$ cat src/rtl/alu_pkg.sv
// alu_pkg: shared definitions for the ALU issue stage.
//   - opcode codes understood by the downstream ALU
//   - bit positions of the fields inside the 16-bit instruction word
//   - FSM state encoding of the issue sequencer
package alu_pkg;

  localparam logic [2:0] OP_SUMA        = 3'd0;
  localparam logic [2:0] OP_COMPLEMENTO = 3'd1;
  localparam logic [2:0] OP_SHIFT_R     = 3'd2;
  localparam logic [2:0] OP_SHIFT_L     = 3'd3;
  localparam logic [2:0] OP_COMPC       = 3'd4;
  localparam logic [2:0] OP_COMPN       = 3'd5;
  localparam logic [2:0] OP_LOAD        = 3'd6;
  localparam logic [2:0] OP_SAVE        = 3'd7;

  localparam int unsigned INSTR_W = 16;
  localparam int unsigned OPC_MSB = 15;
  localparam int unsigned OPC_LSB = 13;
  localparam int unsigned REG_MSB = 12;
  localparam int unsigned REG_LSB = 10;
  localparam int unsigned POS_BIT = 9;
  localparam int unsigned RSV_BIT = 8;
  localparam int unsigned DAT_MSB = 7;
  localparam int unsigned DAT_LSB = 0;

  typedef enum logic [1:0] {
    StIdle,
    StIssue,
    StWait,
    StErr
  } state_e;

endpackage

$ cat src/rtl/alu_instr_fifo.sv
// alu_instr_fifo: synchronous FIFO holding encoded instruction words.
// Ports:
//   clk, rst       clock, synchronous active-high reset
//   i_push, i_data write i_data at the tail (ignored when full)
//   i_pop          drop the head entry (ignored when empty)
//   o_data         head entry, valid combinationally while !o_empty
//   o_full/o_empty occupancy flags
module alu_instr_fifo #(
  parameter int unsigned DEPTH = 4,
  parameter int unsigned WIDTH = 16
) (
  input  logic             clk,
  input  logic             rst,
  input  logic             i_push,
  input  logic             i_pop,
  input  logic [WIDTH-1:0] i_data,
  output logic [WIDTH-1:0] o_data,
  output logic             o_full,
  output logic             o_empty
);

  localparam int unsigned PTR_W = $clog2(DEPTH);
  localparam int unsigned CNT_W = $clog2(DEPTH + 1);

  logic [WIDTH-1:0] r_mem [DEPTH];
  logic [PTR_W-1:0] r_wr_ptr;
  logic [PTR_W-1:0] r_rd_ptr;
  logic [CNT_W-1:0] r_count;

  logic w_push;
  logic w_pop;

  assign w_push  = i_push && !o_full;
  assign w_pop   = i_pop && !o_empty;
  assign o_full  = (r_count == CNT_W'(DEPTH));
  assign o_empty = (r_count == '0);
  assign o_data  = r_mem[r_rd_ptr];

  // Storage needs no reset; the pointers define what is valid.
  always_ff @(posedge clk) begin
    if (w_push) begin
      r_mem[r_wr_ptr] <= i_data;
    end
  end

  // DEPTH is a power of two, so pointer overflow wraps modulo DEPTH.
  always_ff @(posedge clk) begin
    if (rst) begin
      r_wr_ptr <= '0;
      r_rd_ptr <= '0;
      r_count  <= '0;
    end else begin
      if (w_push) r_wr_ptr <= r_wr_ptr + PTR_W'(1);
      if (w_pop)  r_rd_ptr <= r_rd_ptr + PTR_W'(1);
      unique case ({w_push, w_pop})
        2'b10:   r_count <= r_count + CNT_W'(1);
        2'b01:   r_count <= r_count - CNT_W'(1);
        default: r_count <= r_count;
      endcase
    end
  end

endmodule

$ cat src/rtl/alu_issue_seq.sv
// alu_issue_seq: issue stage in front of the ALU. Buffers instruction words,
// decodes the head into the ALU operand outputs, pulses alu_start once per
// instruction and waits for alu_done before issuing the next one.
// Ports:
//   clk, rst                      clock, synchronous active-high reset
//   in_valid/in_ready/in_instr    upstream handshake and instruction word
//   alu_opcode/registro/posicion/datos  decoded fields, held until next pop
//   alu_start                     one-cycle launch pulse
//   alu_done                      ALU completion, only looked at in WAIT
//   busy                          work queued or in flight
//   timeout_err                   sticky, ALU failed to complete in time
//   issued_count                  completed instructions, mod 256
module alu_issue_seq
  import alu_pkg::*;
#(
  parameter int unsigned DEPTH   = 4,
  parameter int unsigned TIMEOUT = 15
) (
  input  logic         clk,
  input  logic         rst,
  input  logic         in_valid,
  output logic         in_ready,
  input  logic [15:0]  in_instr,
  output logic [2:0]   alu_opcode,
  output logic [2:0]   alu_registro,
  output logic         alu_posicion,
  output logic [7:0]   alu_datos,
  output logic         alu_start,
  input  logic         alu_done,
  output logic         busy,
  output logic         timeout_err,
  output logic [7:0]   issued_count
);

  state_e       r_state;
  state_e       w_state_d;
  logic [3:0]   r_wait_cnt;
  logic [3:0]   w_wait_d;
  logic         w_done_ok;
  logic         w_to_err;
  logic         w_pop;
  logic         w_full;
  logic         w_empty;
  logic [15:0]  w_head;
  logic         w_unused_rsvd;

  logic [2:0]   r_opcode;
  logic [2:0]   r_registro;
  logic         r_posicion;
  logic [7:0]   r_datos;
  logic         r_start;
  logic         r_err;
  logic [7:0]   r_issued;

  assign in_ready = !w_full && (r_state != StErr);
  assign busy     = !w_empty || (r_state != StIdle);
  assign w_pop    = (r_state == StIdle) && !w_empty;

  // Reserved instruction bit has no consumer.
  assign w_unused_rsvd = w_head[RSV_BIT];

  alu_instr_fifo #(
    .DEPTH (DEPTH),
    .WIDTH (INSTR_W)
  ) u_fifo (
    .clk     (clk),
    .rst     (rst),
    .i_push  (in_valid && in_ready),
    .i_pop   (w_pop),
    .i_data  (in_instr),
    .o_data  (w_head),
    .o_full  (w_full),
    .o_empty (w_empty)
  );

  always_comb begin
    w_state_d = r_state;
    w_wait_d  = r_wait_cnt;
    w_done_ok = 1'b0;
    w_to_err  = 1'b0;
    unique case (r_state)
      StIdle: begin
        if (!w_empty) w_state_d = StIssue;
      end
      StIssue: begin
        w_state_d = StWait;
        w_wait_d  = '0;
      end
      StWait: begin
        // w_wait_d is the number of the WAIT cycle now in progress.
        w_wait_d = r_wait_cnt + 4'd1;
        if (alu_done) begin
          w_state_d = StIdle;
          w_done_ok = 1'b1;
        end else if (w_wait_d == 4'(TIMEOUT)) begin
          w_state_d = StErr;
          w_to_err  = 1'b1;
        end
      end
      StErr: begin
        w_state_d = StErr;
      end
    endcase
  end

  always_ff @(posedge clk) begin
    if (rst) begin
      r_state    <= StIdle;
      r_wait_cnt <= '0;
      r_opcode   <= '0;
      r_registro <= '0;
      r_posicion <= 1'b0;
      r_datos    <= '0;
      r_start    <= 1'b0;
      r_err      <= 1'b0;
      r_issued   <= '0;
    end else begin
      r_state    <= w_state_d;
      r_wait_cnt <= w_wait_d;
      r_start    <= w_pop;
      if (w_pop) begin
        r_opcode   <= w_head[OPC_MSB:OPC_LSB];
        r_registro <= w_head[REG_MSB:REG_LSB];
        r_posicion <= w_head[POS_BIT];
        r_datos    <= w_head[DAT_MSB:DAT_LSB];
      end
      if (w_to_err)  r_err    <= 1'b1;
      if (w_done_ok) r_issued <= r_issued + 8'd1;
    end
  end

  assign alu_opcode   = r_opcode;
  assign alu_registro = r_registro;
  assign alu_posicion = r_posicion;
  assign alu_datos    = r_datos;
  assign alu_start    = r_start;
  assign timeout_err  = r_err;
  assign issued_count = r_issued;

endmodule

$ cat config.mk
export PLATFORM = sky130hd
export DESIGN_NAME = alu_issue_seq
export DESIGN_NICKNAME = d
export VERILOG_FILES = /design/src/rtl/alu_pkg.sv /design/src/rtl/alu_instr_fifo.sv /design/src/rtl/alu_issue_seq.sv
export SDC_FILE = /design/constraint.sdc
export NUM_CORES = 1
export LEC_CHECK = 0
export ABC_CLOCK_PERIOD_IN_PS = 7560
export CAP_MARGIN = 10
export CORE_MARGIN = 3
export CORE_UTILIZATION = 28
export CTS_CLUSTER_DIAMETER = 200
export DETAILED_ROUTE_END_ITERATION = 12
export DONT_BUFFER_PORTS = 1
export PLACE_DENSITY = 0.46
export RECOVER_POWER = 25
export SLEW_MARGIN = 0
export SYNTH_ARGS = -nofsm -noshare
export SYNTH_HDL_FRONTEND = slang
export SYNTH_HIERARCHICAL = 1
export SYNTH_SLANG_ARGS = --single-unit
$ cat constraint.sdc
create_clock -name clk -period 7.56 [get_ports clk]
set_input_delay 1.134 -clock clk [delete_from_list [all_inputs] [get_ports clk]]
set_output_delay 1.134 -clock clk [all_outputs]
set_load 0.01 [all_outputs]
After elaboration in Yosys (flattened, before gate mapping). Memories as Yosys holds them, arrays and structs flattened. A register that Yosys moved wholly into a read port is not among the register bits. Index checks and enable logic that the tools add are counted.

Equal/unequal tests: 10. Reduce and logical (&&, ||, !) cells: 14. Add/sub/neg operators: 6. Mux-type cells: 13.

Operators with widths (count): $add 8x1->8 const B (1); $pmux 2 s4 (1); $pmux 4 s2 (1); $mux 1 (7); $eq 2x2->1 const B (3); $mux 2 (3); $pmux 3 s2 (1); $reduce_bool 2->1 (3); $logic_and 1x1->1 (5); $add 2x1->2 const B (2); $add 4x1->4 const B (1); $eq 2x1->1 const B (2); $eq 4x4->1 const B (1); $ne 2x2->1 const B (2); $add 3x1->3 const B (1); $eq 3x3->1 const B (1); $logic_not 3->1 (1); $ne 3x3->1 const B (1); $sub 3x1->3 const B (1); $logic_not 1->1 (2); $logic_not 2->1 (1); $reduce_and 2->1 (1); $logic_or 1x1->1 (1).

Output and inout port bits: 27. Logic and storage cells: 52. Memories: 1. RAM bits: 64. Register bits: 23. Input port bits: 20.

Memories: u_fifo.r_mem (depth 4, width 16, read ports 1, clocked after Yosys merged registers in 1, wr ports 1, line alu_instr_fifo.sv:25) `logic [WIDTH-1:0] r_mem [DEPTH];`.

Depth between registers and ports, before layout. Gate-level depths: netlist (run 1).

Word-level depth: 7. Gate-level depth with buffers: 14. Depth with buffers taken out: 12.

Hierarchy. The synthesis (run 1) kept the hierarchy.

Modules (own cells, without submodules): alu_instr_fifo (area each 2821.5 um^2, instances 1, cells each 138); alu_issue_seq (area each 1335.0 um^2, instances 1, cells each 158).

Worst setup path after synthesis (run 1). No wires, ideal clock.

Path type: input-to-reg. Start point: input port in_valid. End point: register u_fifo.r_count[2]. Arrival time: 2.592 ns. Cell stages on the path: 10. Setup time: 0.070 ns. Path buffers: 0. Path slack: 4.898 ns. Cells stage by stage: and2_1 > inv_1 > nor2_1 > inv_1 > ha_1 > inv_1 > fa_1 > xor2_1 > or3_1 > a21oi_1.

Longest elaborated chain between the ends: 4. Elaborated cells on any way between the ends: 6.

Ends and longest elaborated chain: start: declaration (line alu_issue_seq.sv:21) `input logic in_valid,`; $logic_and 1x1->1 (*) (line alu_issue_seq.sv:68) `.i_push (in_valid && in_ready),`; $logic_and 1x1->1 (*) (line alu_instr_fifo.sv:33) `assign w_push = i_push && !o_full;`; $eq 2x1->1 or $eq 2x2->1 (tied branches) (line alu_instr_fifo.sv:55) `unique case ({w_push, w_pop})`; $pmux 3 s2 or $reduce_bool 2->1 (tied branches); end signal: assignment (line alu_instr_fifo.sv:56) `2'b10: r_count <= r_count + CNT_W'(1);`; end signal: assignment (line alu_instr_fifo.sv:57) `2'b01: r_count <= r_count - CNT_W'(1);`; end signal: assignment (line alu_instr_fifo.sv:58) `default: r_count <= r_count;`; end: declaration (line alu_instr_fifo.sv:28) `logic [CNT_W-1:0] r_count;`.

Every way passes the cells marked *; elsewhere a longest branch is shown, timed or not. A chain may end at the register's enable or synchronous reset.

Final worst setup path (run 1).
Start point: register r_state[0]. End point: register u_fifo.r_count[2].

Elaborated cells on any way between the ends: 11.

RTL lines: start: declaration (line alu_issue_seq.sv:35) `state_e r_state;`; start signal: assignment (line alu_issue_seq.sv:108) `r_state <= StIdle;`; start signal: assignment (line alu_issue_seq.sv:118) `r_state <= w_state_d;`; $logic_not 2->1 (*) (line alu_issue_seq.sv:57) `assign w_pop = (r_state == StIdle) && !w_empty;`; $logic_and 1x1->1 (*) (line alu_issue_seq.sv:57); $logic_and 1x1->1 (*) (line alu_instr_fifo.sv:34) `assign w_pop = i_pop && !o_empty;`; net u_fifo.w_pop (line alu_instr_fifo.sv:31) `logic w_pop;`; $eq 2x1->1 or $eq 2x2->1 (tied branches) (line alu_instr_fifo.sv:55); $pmux 3 s2 or $reduce_bool 2->1 (tied branches).

Mark *: on every way through the listed nets, which the timed path passes. The rest lies on a longest branch.

==> impl_metrics.env, run 1 <==
export IMPL_placed_cells_incl_taps=459
export IMPL_grt_pass1_wl_mm=12.39
export IMPL_floorplan_rows=43
export IMPL_die_width_um=125.7
export IMPL_grt_overflow_total=0
export IMPL_postCtsHoldBufs=0
export IMPL_max_cap_viol_count=0
export IMPL_worstSetupStartpointType="flop"
export IMPL_syn_mean_instance_area_sq_um=13.79
export IMPL_period_utilization_post_route=0.4192
export IMPL_area_growth_pct=11.10
export IMPL_post_cts_resized=0
export IMPL_number_of_drc_violations_after_detailed_routing=0
export IMPL_floorplan_initialDensity=0.2880
export IMPL_floorplan_die_height_um=125.7
export IMPL_yosys_warnings=6
export IMPL_post_layout_total_power_mw=1.576
export IMPL_worst_pin_slew_ns=1.030
export IMPL_drt_antenna_net_count=0
export IMPL_dr_first_iter_drc_count=116
export IMPL_mappedNetlistNets=324
export IMPL_outcome="finished, final reports clean"
export IMPL_synth_cells=291
export IMPL_grt_max_degree=42
export IMPL_cts_max_level=3
export IMPL_cp_data_required_time_ns=7.83
export IMPL_fin_worst_skew_ns=0.008785
export IMPL_shortest_period_the_worst_path_allows_ns=3.169
export IMPL_non_filler_instance_count_after_layout=475
export IMPL_p_per_area_nw_per_um2=353.4
export IMPL_slowest_stage="sky130_fd_sc_hd__inv_2"
export IMPL_core_region_area_sq_um=13930
export IMPL_critical_path_class="reg2reg"
export IMPL_wl_met2_mm=3.809
export IMPL_max_freq_mhz=315.5
export IMPL_design_final_nets=323
export IMPL_cts_buffers=9
export IMPL_timing_critical_path_arrival_ns=3.44
export IMPL_fin_tns_setup_ns=0
export IMPL_timing_critical_path_to_type="flop"
export IMPL_place_ws_ns=4.328
export IMPL_grt_use_total=0.1016
export IMPL_static_leakage_power_nw=1.512
export IMPL_critical_path_most_common_cell="sky130_fd_sc_hd__inv_1"
export IMPL_drive_above_1_share=0.1017
export IMPL_weighted_congestion_reported_at_the_end_of_routability_driven_placement=0.7337
export IMPL_antenna_cells_inserted=0
export IMPL_die_area_sq_um=15810
export IMPL_met1_length_mm=3.372
export IMPL_fin_ws_ns=4.391
export IMPL_cp_cell_sequence="inv_1, ha_1, nand2b_1, inv_2, o31ai_1, inv_1, ha_1, inv_1, fa_1, xor2_1, or3_1, a21oi_1"
export IMPL_met3WireLength_um=487
export IMPL_cts_sinks=100
export IMPL_min_delay_path_class="reg2reg"
export IMPL_timing_slew_headroom=0.3126
export IMPL_worst_setup_hold_path_clk_slew_ns=0.07
export IMPL_rsz0062_at_grt="no"
export IMPL_report_final_slew_viol_count=0
export IMPL_finalHoldViolCount=0
export IMPL_drt_pass1_iterations=4
export IMPL_ir_worst_vdd_uv=175.6
export IMPL_io_pins=47
export IMPL_number_of_buffers_added_for_setup_after_cts=0
export IMPL_route_detailed_vias_per_inst=4.562
export IMPL_worst_skew_pair_late_latency_ns=0.34
export IMPL_dp_hpwl_mm=4.884
export IMPL_routed_wl_mm=7.724
export IMPL_top_layer_used="met4"
export IMPL_first_global_vias=2281
export IMPL_clock_tree_buffer_depth=2
export IMPL_clk_root_buffer_cell="sky130_fd_sc_hd__clkbuf_16"
export IMPL_cts_tree="done"
export IMPL_cp_slowest_stage_delay_ns=0.49
export IMPL_port_buffer_count=0
export IMPL_critical_path_peak_fanout=17
export IMPL_fillCellCount=1357
export IMPL_report_final_setup_viol=0
export IMPL_grt_antenna_before_repair=0
export IMPL_vias=2167
export IMPL_drt_wirelength_per_cell_um=16.26
export IMPL_post_synth_instance_area_sq_um=4014
-- critical path, delay by kind of cell, from the launching register on --
| kind | cells | cell delay, ns |
|---|---|---|
| simple gates | 2 | 0.76 |
| flops | 1 | 0.32 |
| fa+ha+maj | 3 | 0.75 |
| xor+xnor | 1 | 0.16 |
| buf+inv | 4 | 0.79 |
| compound gates | 2 | 0.31 |
-- through the flow --
step           cell area (sq um)    util  hold WS, ns
2_1_floorplan               4014       -       0.4580
5_1_grt                     4459  0.3200       0.5166
4_1_cts                     4459  0.3200       0.4908
3_3_place_gp                4150  0.2978       0.4720
3_5_place_dp                4150  0.2978       0.4814
6_report                    4459  0.3200       0.4862
-- metal layers --
metal	up-vias	track usage
met2	46	0.1740
met5	-	0
met3	5	0.04495
met1	1067	0.1157
li1	1049	-
met4	0	0.02839
-- state kept, by name, summed over array words and instances, names as in the netlist, named ones only --
signal           flops
u_fifo/r_mem        60
alu_datos            8
issued_count         8
r_wait_cnt           4
alu_opcode           3
alu_registro         3
u_fifo/r_count       3
r_state              2
u_fifo/r_rd_ptr      2
u_fifo/r_wr_ptr      2
alu_posicion         1
alu_start            1
timeout_err          1
-- final timing paths --
path	cells past startpoint	startpoint	slack (ns)	to
setup / recovery	12	r_state[0]	4.39	u_fifo/r_count[2]
hold / removal	2	timeout_err	0.49	timeout_err
setup reg to reg	12	r_state[0]	4.39	u_fifo/r_count[2]
hold reg to reg	2	timeout_err	0.49	timeout_err
-- cell type report --
cell class,count,area (sq um),area share
Clock inverter,6,80.08,0.01796
Clock buffer,10,229.0,0.05135
Multi-Input combinational cell,163,1262,0.2831
Tap cell,180,225.2,0.05051
Sequential cell,100,2603,0.5836
Inverter,16,60.06,0.01347
-- where the power goes --
part / switching, mW / leakage (nW) / internal [mW]
clock: 0.206 / 0.149 / 0.265
combinational: 0.201 / 0.488 / 0.137
sequential: 0.0885 / 0.876 / 0.679
total: 0.495 / 1.51 / 1.08
-- cells in the final DEF, fill, tap and decap left out, types with 2 or more instances in the layout --
cell type	instances
sky130_fd_sc_hd__edfxtp_1	60
sky130_fd_sc_hd__dfxtp_1	40
sky130_fd_sc_hd__nand2_1	37
sky130_fd_sc_hd__nor2_1	23
sky130_fd_sc_hd__a21oi_1	23
sky130_fd_sc_hd__inv_1	15
sky130_fd_sc_hd__ha_1	12
sky130_fd_sc_hd__xor2_1	9
sky130_fd_sc_hd__clkbuf_16	9
sky130_fd_sc_hd__mux4_2	9
sky130_fd_sc_hd__and2_1	6
sky130_fd_sc_hd__o21ai_0	6
sky130_fd_sc_hd__mux4_1	6
sky130_fd_sc_hd__nand4_1	4
sky130_fd_sc_hd__or3_1	4
sky130_fd_sc_hd__nand2b_1	3
sky130_fd_sc_hd__and3_1	3
sky130_fd_sc_hd__inv_8	3
sky130_fd_sc_hd__nand3b_1	2
sky130_fd_sc_hd__mux2i_1	2
Power figures use the tool's default switching activity.
==> run 2: changes to the inputs <==
- ABC_CLOCK_PERIOD_IN_PS: 7560 -> 3200
- clock period: 7.56 -> 3.2 ns (I/O delays scaled with it)
==> run 2 against run 1 <==
Compared with the run above: global-route usage down 0.068 points; routed wire length fell by 1.2%; fmax rose by 27%; design area increased by 0.98%; combinational power increased to 2.7 times the previous value; clock power increased by 120%; sequential share of layout area down 0.57 points; critical path depth did not move; power grew 140%; die area unchanged; critical path type unchanged; critical endpoint unchanged.
==> impl_metrics.env, run 2 (same netlist as run 1, synthesis figures left out) <==
export IMPL_fin_worst_skew_ns=0.007666
export IMPL_hold_path_cell_count=1
export IMPL_area_growth_pct=12.19
export IMPL_worstHoldEndpoint="r_state[0]"
export IMPL_cts_sinks=100
export IMPL_routed_wl_mm=7.634
export IMPL_dp_hpwl_mm=5.005
export IMPL_finalHoldViolCount=0
export IMPL_min_delay_path_class="in2reg"
export IMPL_io_pins=47
export IMPL_layout_cell_area_non_filler_sq_um=4503
export IMPL_die_area_sq_um=15810
export IMPL_first_global_vias=2233
export IMPL_postCtsHoldBufs=0
export IMPL_total_area_of_multi_input_combinational_cells_sq_um=1262
export IMPL_fin_tns_setup_ns=0
export IMPL_static_leakage_power_nw=1.550
export IMPL_floorplan_initialDensity=0.2880
export IMPL_final_common_cell="sky130_fd_sc_hd__edfxtp_1"
export IMPL_grt_pass1_wl_mm=12.30
export IMPL_timing_critical_path_to_type="flop"
export IMPL_rr_endpoint="u_fifo/r_count[2]"
export IMPL_max_cap_viol_count=0
export IMPL_clock_tree_buffer_depth=2
export IMPL_fillCellCount=1381
export IMPL_drt_antenna_net_count=0
export IMPL_worst_pin_slew_ns=0.8036
export IMPL_drt_pass1_iterations=4
export IMPL_route_detailed_vias_per_inst=4.464
export IMPL_report_final_slew_viol_count=0
export IMPL_max_flop_register="u_fifo/r_mem"
export IMPL_number_of_buffers_added_for_setup_after_cts=0
export IMPL_drt_wirelength_per_cell_um=15.81
export IMPL_timing_critical_path_arrival_ns=2.77
export IMPL_floorplan_die_height_um=125.7
export IMPL_post_layout_total_power_mw=3.720
export IMPL_critical_path_peak_fanout=6
export IMPL_cts_buffers=9
export IMPL_post_cts_resized=0
export IMPL_cts_tree="done"
export IMPL_worst_setup_hold_path_clk_slew_ns=0.07
export IMPL_period_utilization_post_route=0.7791
export IMPL_cp_data_required_time_ns=3.48
export IMPL_floorplan_rows=43
export IMPL_number_of_drc_violations_after_detailed_routing=0
export IMPL_placedInstanceArea_sq_um=4210
export IMPL_design_final_nets=331
export IMPL_weighted_congestion_reported_at_the_end_of_routability_driven_placement=0.7377
export IMPL_r2r_start="u_fifo/r_count[2]"
export IMPL_worst_skew_pair_late_latency_ns=0.34
export IMPL_hp_start="rst"
export IMPL_worst_reg2reg_path_depth=12
export IMPL_grt_overflow_total=0
export IMPL_grt_use_total=0.1009
export IMPL_largest_register_ff_count=60
export IMPL_drive_above_1_share=0.1287
export IMPL_report_final_setup_viol=0
export IMPL_timing_slew_headroom=0.4635
export IMPL_cts_max_level=3
export IMPL_p_per_area_nw_per_um2=826.2
export IMPL_r2r_slack_ns=0.71
export IMPL_die_width_um=125.7
export IMPL_ir_worst_vdd_uv=313.3
export IMPL_core_region_area_sq_um=13930
export IMPL_max_freq_mhz=401.1
export IMPL_sequential_area_sq_um=2603
export IMPL_shortest_period_the_worst_path_allows_ns=2.493
export IMPL_outcome="finished, final reports clean"
export IMPL_vias=2156
export IMPL_port_buffer_count=0
export IMPL_antenna_cells_inserted=0
export IMPL_final_cell_mix="sky130_fd_sc_hd__edfxtp_1, sky130_fd_sc_hd__dfxtp_1, sky130_fd_sc_hd__nand2_1"
export IMPL_grt_antenna_before_repair=0
export IMPL_rsz0062_at_grt="no"
export IMPL_critical_path_class="reg2reg"
export IMPL_grt_max_degree=42
export IMPL_worstSetupStartpointType="flop"
export IMPL_clk_root_buffer_cell="sky130_fd_sc_hd__clkbuf_16"
export IMPL_dr_first_iter_drc_count=98
-- run 2: layout make-up --
cell class,count,share of cell area
flip-flops and latches,100,0.5779
repair buffers,8,0.01334
well taps,180,0.05001
inverters,16,0.01334
clock inverters,7,0.01500
clock buffers,9,0.05001
multi-input cells,163,0.2804
-- run 2: worst max-delay path by stage --
stage / start / end / slack (ns)
floorplan: r_state[0] / u_fifo/r_count[2] / 0.78
global route: u_fifo/r_count[2] / u_fifo/r_count[2] / 0.48
detailed placement: u_fifo/r_count[2] / u_fifo/r_count[2] / 0.70
finish: u_fifo/r_count[2] / u_fifo/r_count[2] / 0.71
CTS: u_fifo/r_count[2] / u_fifo/r_count[2] / 0.68
global placement: r_state[1] / u_fifo/r_count[2] / 0.74
-- run 2: metal layers --
layer	GRT usage	wire length, um	vias to the layer above
li1	-	-	1060
met1	0.1223	3416	1045
met2	0.1646	3623	40
met3	0.04538	512	11
met4	0.02650	82	0
met5	0	0	-
-- run 2: critical path, stage by stage, from the launching register on --
cell	delay, ns
sky130_fd_sc_hd__dfxtp_1	0.39
sky130_fd_sc_hd__nor3b_2	0.28
sky130_fd_sc_hd__nor2_1	0.14
sky130_fd_sc_hd__and2_1	0.18
sky130_fd_sc_hd__inv_1	0.07
sky130_fd_sc_hd__nor2_1	0.10
sky130_fd_sc_hd__inv_1	0.08
sky130_fd_sc_hd__ha_1	0.17
sky130_fd_sc_hd__inv_1	0.06
sky130_fd_sc_hd__fa_1	0.38
sky130_fd_sc_hd__xor2_1	0.15
sky130_fd_sc_hd__or3_1	0.30
sky130_fd_sc_hd__a21oi_1	0.13
-- run 2: report_power, final --
part / switching, mW / total, mW / internal, mW
registers: 0.162 / 1.76 / 1.60
logic: 0.532 / 0.910 / 0.378
clock network: 0.499 / 1.05 / 0.548
total: 1.19 / 3.72 / 2.53
-- run 2: metrics by stage --
step                utilization  setup slack [ns]  cells  hold WS [ns]
floorplan                     -            0.7780    291        0.4580
finish                   0.3232            0.7069    483        0.2106
global route             0.3232            0.4813    483        0.1840
detailed placement       0.3021            0.7035    467        0.4791
global placement         0.3021            0.7357    467        0.4688
CTS                      0.3232            0.6767    483        0.1848
